<file path="src/rtl/mips_multicycle_control.sv">
// mips_multicycle_control: multi-cycle main control FSM for the load/store and R/I-type datapath,
// with illegal-instruction reporting and a retired-instruction counter.
module mips_multicycle_control #(
    parameter int COUNT_W = 32
) (
    input  logic               clk,
    input  logic               rst,
    input  logic [31:0]        instruction,
    input  logic               zero_flag,
    input  logic               mem_ready,
    output logic               IRWrite,
    output logic               PCWrite,
    output logic               PCWriteCond,
    output logic               RegWrite,
    output logic               MemRead,
    output logic               MemWrite,
    output logic               MemtoReg,
    output logic               ALUSrc,
    output logic               RegDst,
    output logic [3:0]         ALU_OP,
    output logic               instr_done,
    output logic               illegal,
    output logic               branch_taken,
    output logic [3:0]         state,
    output logic [COUNT_W-1:0] instr_count
);
    typedef enum logic [3:0] {
        FETCH, DECODE, MEM_ADDR, MEM_READ, MEM_WB, MEM_WRITE,
        R_EXEC, R_WB, I_EXEC, I_WB, BRANCH
    } state_t;

    state_t     cur, nxt;
    logic [5:0] op_q, funct_q;
    logic [5:0] op, funct;
    logic       is_mem, is_r, is_i, is_beq, funct_ok;
    logic [3:0] alu_r, alu_i;
    logic       unused_bits;

    assign op          = instruction[31:26];
    assign funct       = instruction[5:0];
    assign unused_bits = ^instruction[25:6];
    assign is_mem      = op == 6'b100011 || op == 6'b101011;
    assign is_r        = op == 6'b000000;
    assign is_i        = op == 6'b001000 || op == 6'b001100 || op == 6'b001101;
    assign is_beq      = op == 6'b000100;
    assign funct_ok    = funct == 6'b100000 || funct == 6'b100010 || funct == 6'b100100 ||
                         funct == 6'b100101 || funct == 6'b101010;
    assign alu_r = funct_q == 6'b100000 ? 4'b0010 :
                   funct_q == 6'b100010 ? 4'b0110 :
                   funct_q == 6'b100100 ? 4'b0000 :
                   funct_q == 6'b100101 ? 4'b0001 : 4'b0111;
    assign alu_i = op_q == 6'b001100 ? 4'b0000 :
                   op_q == 6'b001101 ? 4'b0001 : 4'b0010;
    assign state        = cur;
    assign branch_taken = PCWriteCond & zero_flag;

    always_ff @(posedge clk) begin
        if (rst) begin
            cur         <= FETCH;
            op_q        <= '0;
            funct_q     <= '0;
            illegal     <= 1'b0;
            instr_count <= '0;
        end else begin
            cur         <= nxt;
            illegal     <= cur == DECODE && nxt == FETCH;
            instr_count <= instr_count + COUNT_W'(instr_done);
            if (cur == DECODE) begin
                op_q    <= op;
                funct_q <= funct;
            end
        end
    end

    always_comb begin
        nxt         = cur;
        IRWrite     = 1'b0;
        PCWrite     = 1'b0;
        PCWriteCond = 1'b0;
        RegWrite    = 1'b0;
        MemRead     = 1'b0;
        MemWrite    = 1'b0;
        MemtoReg    = 1'b0;
        ALUSrc      = 1'b0;
        RegDst      = 1'b0;
        ALU_OP      = 4'b0010;
        instr_done  = 1'b0;
        case (cur)
            FETCH: begin
                IRWrite = 1'b1;
                PCWrite = 1'b1;
                nxt     = DECODE;
            end
            DECODE: nxt = is_mem ? MEM_ADDR :
                          (is_r && funct_ok) ? R_EXEC :
                          is_i ? I_EXEC :
                          is_beq ? BRANCH : FETCH;
            MEM_ADDR: begin
                ALUSrc = 1'b1;
                nxt    = op_q == 6'b100011 ? MEM_READ : MEM_WRITE;
            end
            MEM_READ: begin
                ALUSrc  = 1'b1;
                MemRead = 1'b1;
                nxt     = mem_ready ? MEM_WB : MEM_READ;
            end
            MEM_WB: begin
                ALUSrc     = 1'b1;
                MemRead    = 1'b1;
                MemtoReg   = 1'b1;
                RegWrite   = 1'b1;
                instr_done = 1'b1;
                nxt        = FETCH;
            end
            MEM_WRITE: begin
                ALUSrc     = 1'b1;
                MemWrite   = 1'b1;
                instr_done = mem_ready;
                nxt        = mem_ready ? FETCH : MEM_WRITE;
            end
            R_EXEC: begin
                ALU_OP = alu_r;
                nxt    = R_WB;
            end
            R_WB: begin
                ALU_OP     = alu_r;
                RegDst     = 1'b1;
                RegWrite   = 1'b1;
                instr_done = 1'b1;
                nxt        = FETCH;
            end
            I_EXEC: begin
                ALUSrc = 1'b1;
                ALU_OP = alu_i;
                nxt    = I_WB;
            end
            I_WB: begin
                ALUSrc     = 1'b1;
                ALU_OP     = alu_i;
                RegWrite   = 1'b1;
                instr_done = 1'b1;
                nxt        = FETCH;
            end
            BRANCH: begin
                ALU_OP      = 4'b0110;
                PCWriteCond = 1'b1;
                instr_done  = 1'b1;
                nxt         = FETCH;
            end
            default: nxt = FETCH;
        endcase
        // reset overrides every control output so nothing is written while aborting
        if (rst) begin
            IRWrite     = 1'b0;
            PCWrite     = 1'b0;
            PCWriteCond = 1'b0;
            RegWrite    = 1'b0;
            MemRead     = 1'b0;
            MemWrite    = 1'b0;
            MemtoReg    = 1'b0;
            ALUSrc      = 1'b0;
            RegDst      = 1'b0;
            ALU_OP      = 4'b0010;
            instr_done  = 1'b0;
        end
    end
endmodule

</file>
<file path="config.mk">
export PLATFORM = sky130hd
export DESIGN_NAME = mips_multicycle_control
export DESIGN_NICKNAME = d
export VERILOG_FILES = /design/src/rtl/mips_multicycle_control.sv
export SDC_FILE = /design/constraint.sdc
export NUM_CORES = 1
export LEC_CHECK = 0
export CORE_AREA = 10 10 89 91
export DETAILED_ROUTE_END_ITERATION = 7
export DIE_AREA = 0 0 99 101
export GPL_ROUTABILITY_DRIVEN = 0
export HOLD_SLACK_MARGIN = 0.12
export PLACE_DENSITY = 0.75
export SLEW_MARGIN = 15
export SYNTH_ARGS = -nofsm -noshare
export SYNTH_HDL_FRONTEND = slang
export SYNTH_SLANG_ARGS = --single-unit
</file>
<file path="constraint.sdc">
create_clock -name clk -period 3.6 [get_ports clk]
set_clock_uncertainty 0.05 [all_clocks]
set_input_delay 0.54 -clock clk [delete_from_list [all_inputs] [get_ports clk]]
set_output_delay 0.54 -clock clk [all_outputs]
set_load 0.05 [all_outputs]
</file>
; ---- Word level (Yosys, flattened, before mapping)
; Cells that the tools add are included.
[op_classes]
eq_ne = 28
bitwise_logic = 1
n_reduce_logical = 18
addsub = 1
n_mux = 34
[op_table]
columns = op, count
row1 = "6-bit equality test, second input constant", 12
row2 = 32-bit by 1-bit adder with 32-bit output, 1
row3 = "6-bit by 4-bit equality test with 1-bit output, second input constant", 5
row4 = 4-bit case mux with 7 select lines, 1
row5 = 3-bit two-way mux, 7
row6 = 4-bit two-way mux, 5
row7 = 1-bit two-way mux, 17
row8 = "4-bit by 3-bit equality test with 1-bit output, second input constant", 4
row9 = "4-bit equality test, second input constant", 3
row10 = 3-bit case mux with 3 select lines, 1
row11 = "4-bit by 2-bit equality test with 1-bit output, second input constant", 2
row12 = 4-bit logical NOT, 2
row13 = 1-bit logical OR, 7
row14 = "6-bit by 3-bit equality test with 1-bit output, second input constant", 1
row15 = 6-bit logical NOT, 1
row16 = 2-bit OR reduction, 3
row17 = 6-bit OR reduction, 1
row18 = "4-bit by 1-bit equality test with 1-bit output, second input constant", 1
row19 = 2-bit two-way mux, 2
row20 = 4-bit OR reduction, 1
row21 = 3-bit OR reduction, 1
row22 = 1-bit logical AND, 2
row23 = 1-bit case mux with 2 select lines, 1
row24 = 1-bit AND, 1
[word_totals]
register_bits = 49
out_inout_bits = 52
inputBits = 36
word_cells = 87

; ---- Logic depth before layout (Yosys ltp)
[logic_depth]
ltp_word = 11
ltp_mapped = 12
ltp_nobuf = 9

; ---- Worst setup path after synthesis
; Ideal clock, no wire load.
[synth_timing]
path_type = flip-flop to flip-flop
from = register cur[2], in the netlist state[2]
to = register instr_count[31]
t_arrival_ns = 4.700
path_slack_ns = -1.221
synth_period_minus_slack_ns = 4.821
setup_time_ns = 0.070
path_buffers = 2
required_time_ns = 3.480
stages_incl_launch_ff = 11
cell_sequence = dfxtp_1 clkbuf_1 nand2b_1 nor4b_1 a211o_1 ha_1 and2_1 nand4_4 buf_6 or4_1 a21oi_1
[synth_between]
elab_chain_cells = 5
word_cells_on_any_way = 9
cone_classes = 1 x add/sub / 5 x eq/ne / 2 x mux / 1 x reduce/logical
[synth_lines]
columns = element, line
row1 = start: declaration, 32  ; state_t cur, nxt;
row2 = start signal: assignment, 65  ; cur <= nxt;
row3 = 4-bit equality test / 4-bit by 3-bit equality test with 1-bit output (equally long branches), 88  ; case (cur)
row4 = 4-bit OR reduction (no line), -
row5 = 1-bit case mux with 2 select lines *, 88
row6 = 1-bit two-way mux *, 153  ; if (rst) begin
row7 = net instr_done, 21  ; output logic instr_done,
row8 = 32-bit by 1-bit adder with 32-bit output *, 67  ; instr_count <= instr_count + COUNT_W'(instr_done);
row9 = end signal: assignment, 67
row10 = end: declaration, 25  ; output logic [COUNT_W-1:0] instr_count
; Mark *: on every way through the listed nets, which the timed path passes. The rest lies on a longest branch.
; A chain may end at the register's enable or synchronous reset.

; ---- Final worst setup path
[layout_timing]
from = register cur[3], in the netlist state[3]
to = output ALU_OP[0]
[layout_between]
elab_chain_cells = 4
word_cells_on_any_way = 9
cone_classes = 5 x eq/ne / 2 x mux / 2 x reduce/logical
[layout_lines]
columns = element, line
row1 = 4-bit equality test / 4-bit by 3-bit equality test with 1-bit output (equally long branches), 88
row2 = 2-bit OR reduction (no line), -
row3 = 3-bit case mux with 3 select lines *, 88
row4 = 4-bit two-way mux *, 153
row5 = end: declaration, 20  ; output logic [3:0] ALU_OP,
; Every way passes the cells marked *; elsewhere a longest branch is shown, timed or not.

==> results.md <==
* Cts bufs inserted at 5
* Overflow after GRT at 0
* Critical path class: flop to primary output
* Ys async rst share at 0%
* Core area at 6200 µm²
* Syn nets at 355
* Final nets at 410
* GRT Util Overall at 13.5%
* Hold Path Origin: funct_q[5]
* Met3 usage at 6.04%
* Maxcap violations at 0
* Global-route wire length before repair at 11400 µm
* Global routing's busiest layer: met2
* Syn-to-layout area delta at 32.7%
* Final worst slack at 0.449 ns
* Setup repair bufs after CTS at 0
* Most used DFF post-synth: dfxtp_1
* Worst-skew pair later-pin latency at 0.30 ns
* Post-Synthesis Cell Area at 2540 µm²
* Slowest CP cell: clkdlybuf4s50_1
* Count of cell types in the netlist at 47
* Worst-Margin Slew at 0.709 ns
* Worst-path fanout max at 14
* H-tree depth at 2
* Post-synthesis sequential area ratio at 38.6%
* Vias in the first global route at 2395
* CP endpoint kind: primary output
* # setup viols final at 0
* R2r setup slk at 0.63 ns
* Post-synth EDFFs at 0
* Mapped Cells at 317
* Outcome: completed
* DRT antenna net count at 0
* Slew Viols, Final at 0
* Met1 usage at 15.3%
* WP buf/inv at 1
* CP delay by family, top: buffers and inverters
* VDD IR max at 204 µV
* Root buf cell: clkbuf_8
* Vias at 2539
* Iter 0 DRT Violations at 70
* Post-Route Setup TNS at 0 ns
* Pin count of the biggest net entering global routing at 52
* Most common cell after layout, fill and taps aside: clkdlybuf4s50_1
* Vias per cell at 5.64
* CP peak stage delay at 0.81 ns
* FP Rows at 29
* Met2 Use GR at 22.7%
* Die Span X at 99 µm
* Commonest cells after routing, fill and taps aside: clkdlybuf4s50_1, dfxtp_1, a21oi_1
* Fin crit period at 3.15 ns
* Slew headroom at 52.6%
* Flip-flop and latch count after synthesis at 49
* Worst r2r src: state[3]
* Final core area utilization at 54.4%
* Resize count post-CTS at 0
* Register clock-pin slew on the reported worst setup and hold paths at 0.08 ns
* # IOs at 88
* Hold Fails Final Rpt at 0
* CTS Hold Bufs at 0
* CTS Buffer Depth at 2
* Remaining DRCs at 0
* Fmax at 0.317 GHz
* Worst Hold Class: flop to flop
* Worst r2r path cells at 9
* Drt pass-1 iters at 4
* Arr. time, crit path at 2.56 ns
* Unrepaired setup endpoints after global routing: false
* Hold Path Sink: funct_q[5]
* Cell breakdown of the critical path: nand2b_1 > nor4_1 > a32oi_1 > nor2_1 > clkdlybuf4s50_1
* Number of synthesis warnings at 0
* Share of post-route cells with drive strength above 1 at 5.63%
* Detail Placement HPWL at 4840 µm
* I/O Buffers at 66
* Ant. Diodes at 0
* PD cells at 316 nW/µm²
* Die height at 101 µm
* Leakage power at 1.12 nW
* Startpoint types: flop
* WHS Path Cells at 2
* Final period util at 87.5%
* Avg Cell Area, Syn at 8.02 µm²
* CTS tree: done
* Initial core utilization at 41.0%
* FF-to-FF End: instr_count[19]
* Post-Place Setup Slack at 0.631 ns
* Die area at 10000 µm²
* Fill cell total of the finished layout at 579
* Worst EP required at 3.01 ns
* CTS Sinks at 49
* Avg WL per Cell at 15.1 µm
* Drt total wl at 6800 µm
* Antenna violations before repair at 0
layer usage:
metal / part of all wire [%] / vias up
met3: 8.3 / 10
met1: 42 / 1187
met5: 0 / -
li1: - / 1273
met4: 1.2 / 0
met2: 48 / 69
worst reg2reg max path: cells and delay by family (launching register included):
kind / cells / cell delay, ns
fa+ha+maj: 1 / 0.16
simple gates: 4 / 1.69
compound gates: 4 / 0.55
flops: 1 / 0.46
layout make-up:
type / count / area [µm²] / area share (%)
well taps: 77 / 96.3 / 2.85
clock inverters: 1 / 30.0 / 0.890
multi-input cells: 237 / 1460 / 43.2
inverters: 8 / 30.0 / 0.890
flip-flops and latches: 49 / 982 / 29.1
repair buffers: 71 / 693 / 20.5
clock buffers: 7 / 86.3 / 2.56
cell usage after synthesis, types with 8 or more instances:
cell type | instances | share of area [%]
or4_1 | 13 | 3.8
clkbuf_1 | 15 | 2.2
nand4_1 | 8 | 2.0
nand3_1 | 11 | 2.2
dfxtp_1 | 49 | 39
a21oi_1 | 40 | 7.9
o31ai_1 | 13 | 3.8
nor2_1 | 21 | 3.1
nand2_1 | 37 | 5.5
o21ai_0 | 11 | 2.2
xor2_1 | 8 | 2.8
inv_1 | 8 | 1.2
kinds of logic (layout without fill, tap and decap cells):
family / after synthesis / count (layout) / synth area share, %
compound gates: 77 / 77 / 18.2
simple gates: 145 / 145 / 32.3
flops: 49 / 49 / 38.6
buf+inv: 31 / 87 / 5.51
mux: 1 / 1 / 0.394
other cells: 1 / 1 / 0.147
fa+ha+maj: 3 / 3 / 1.38
xor+xnor: 10 / 10 / 3.44
registers in the layout (all words and copies together), names as in the netlist:
signal	flops
funct_q	6
illegal	1
instr_count	32
op_q	6
state	4
stage by stage:
stage	instances	hold slack (ns)	power, W	instance area, µm²
after floorplan	317	0.394	0.000636	2570
after global placement	442	0.410	0.000675	3260
after detailed placement	442	0.414	0.000677	3260
after CTS	450	0.428	0.00108	3380
after global routing	450	0.452	0.00111	3380
final	450	0.424	0.00107	3380
worst max path at each step:
stage,from,to,depth (start not counted)
final,state[3],ALU_OP[0],5
after global routing,state[3],ALU_OP[0],5
after CTS,state[3],ALU_OP[0],5
after detailed placement,rst,instr_count[19],10
after global placement,rst,instr_count[19],10
after floorplan,state[2],instr_count[31],10
power by group:
group / total, W / internal (W) / switching [W]
Sequential: 0.000561 / 0.000552 / 0.00000872
Combinational: 0.000104 / 0.0000404 / 0.0000633
Clock: 0.000404 / 0.000227 / 0.000177
Total: 0.00107 / 0.000819 / 0.000249
No activity file was read; power rests on OpenSTA's default activity.
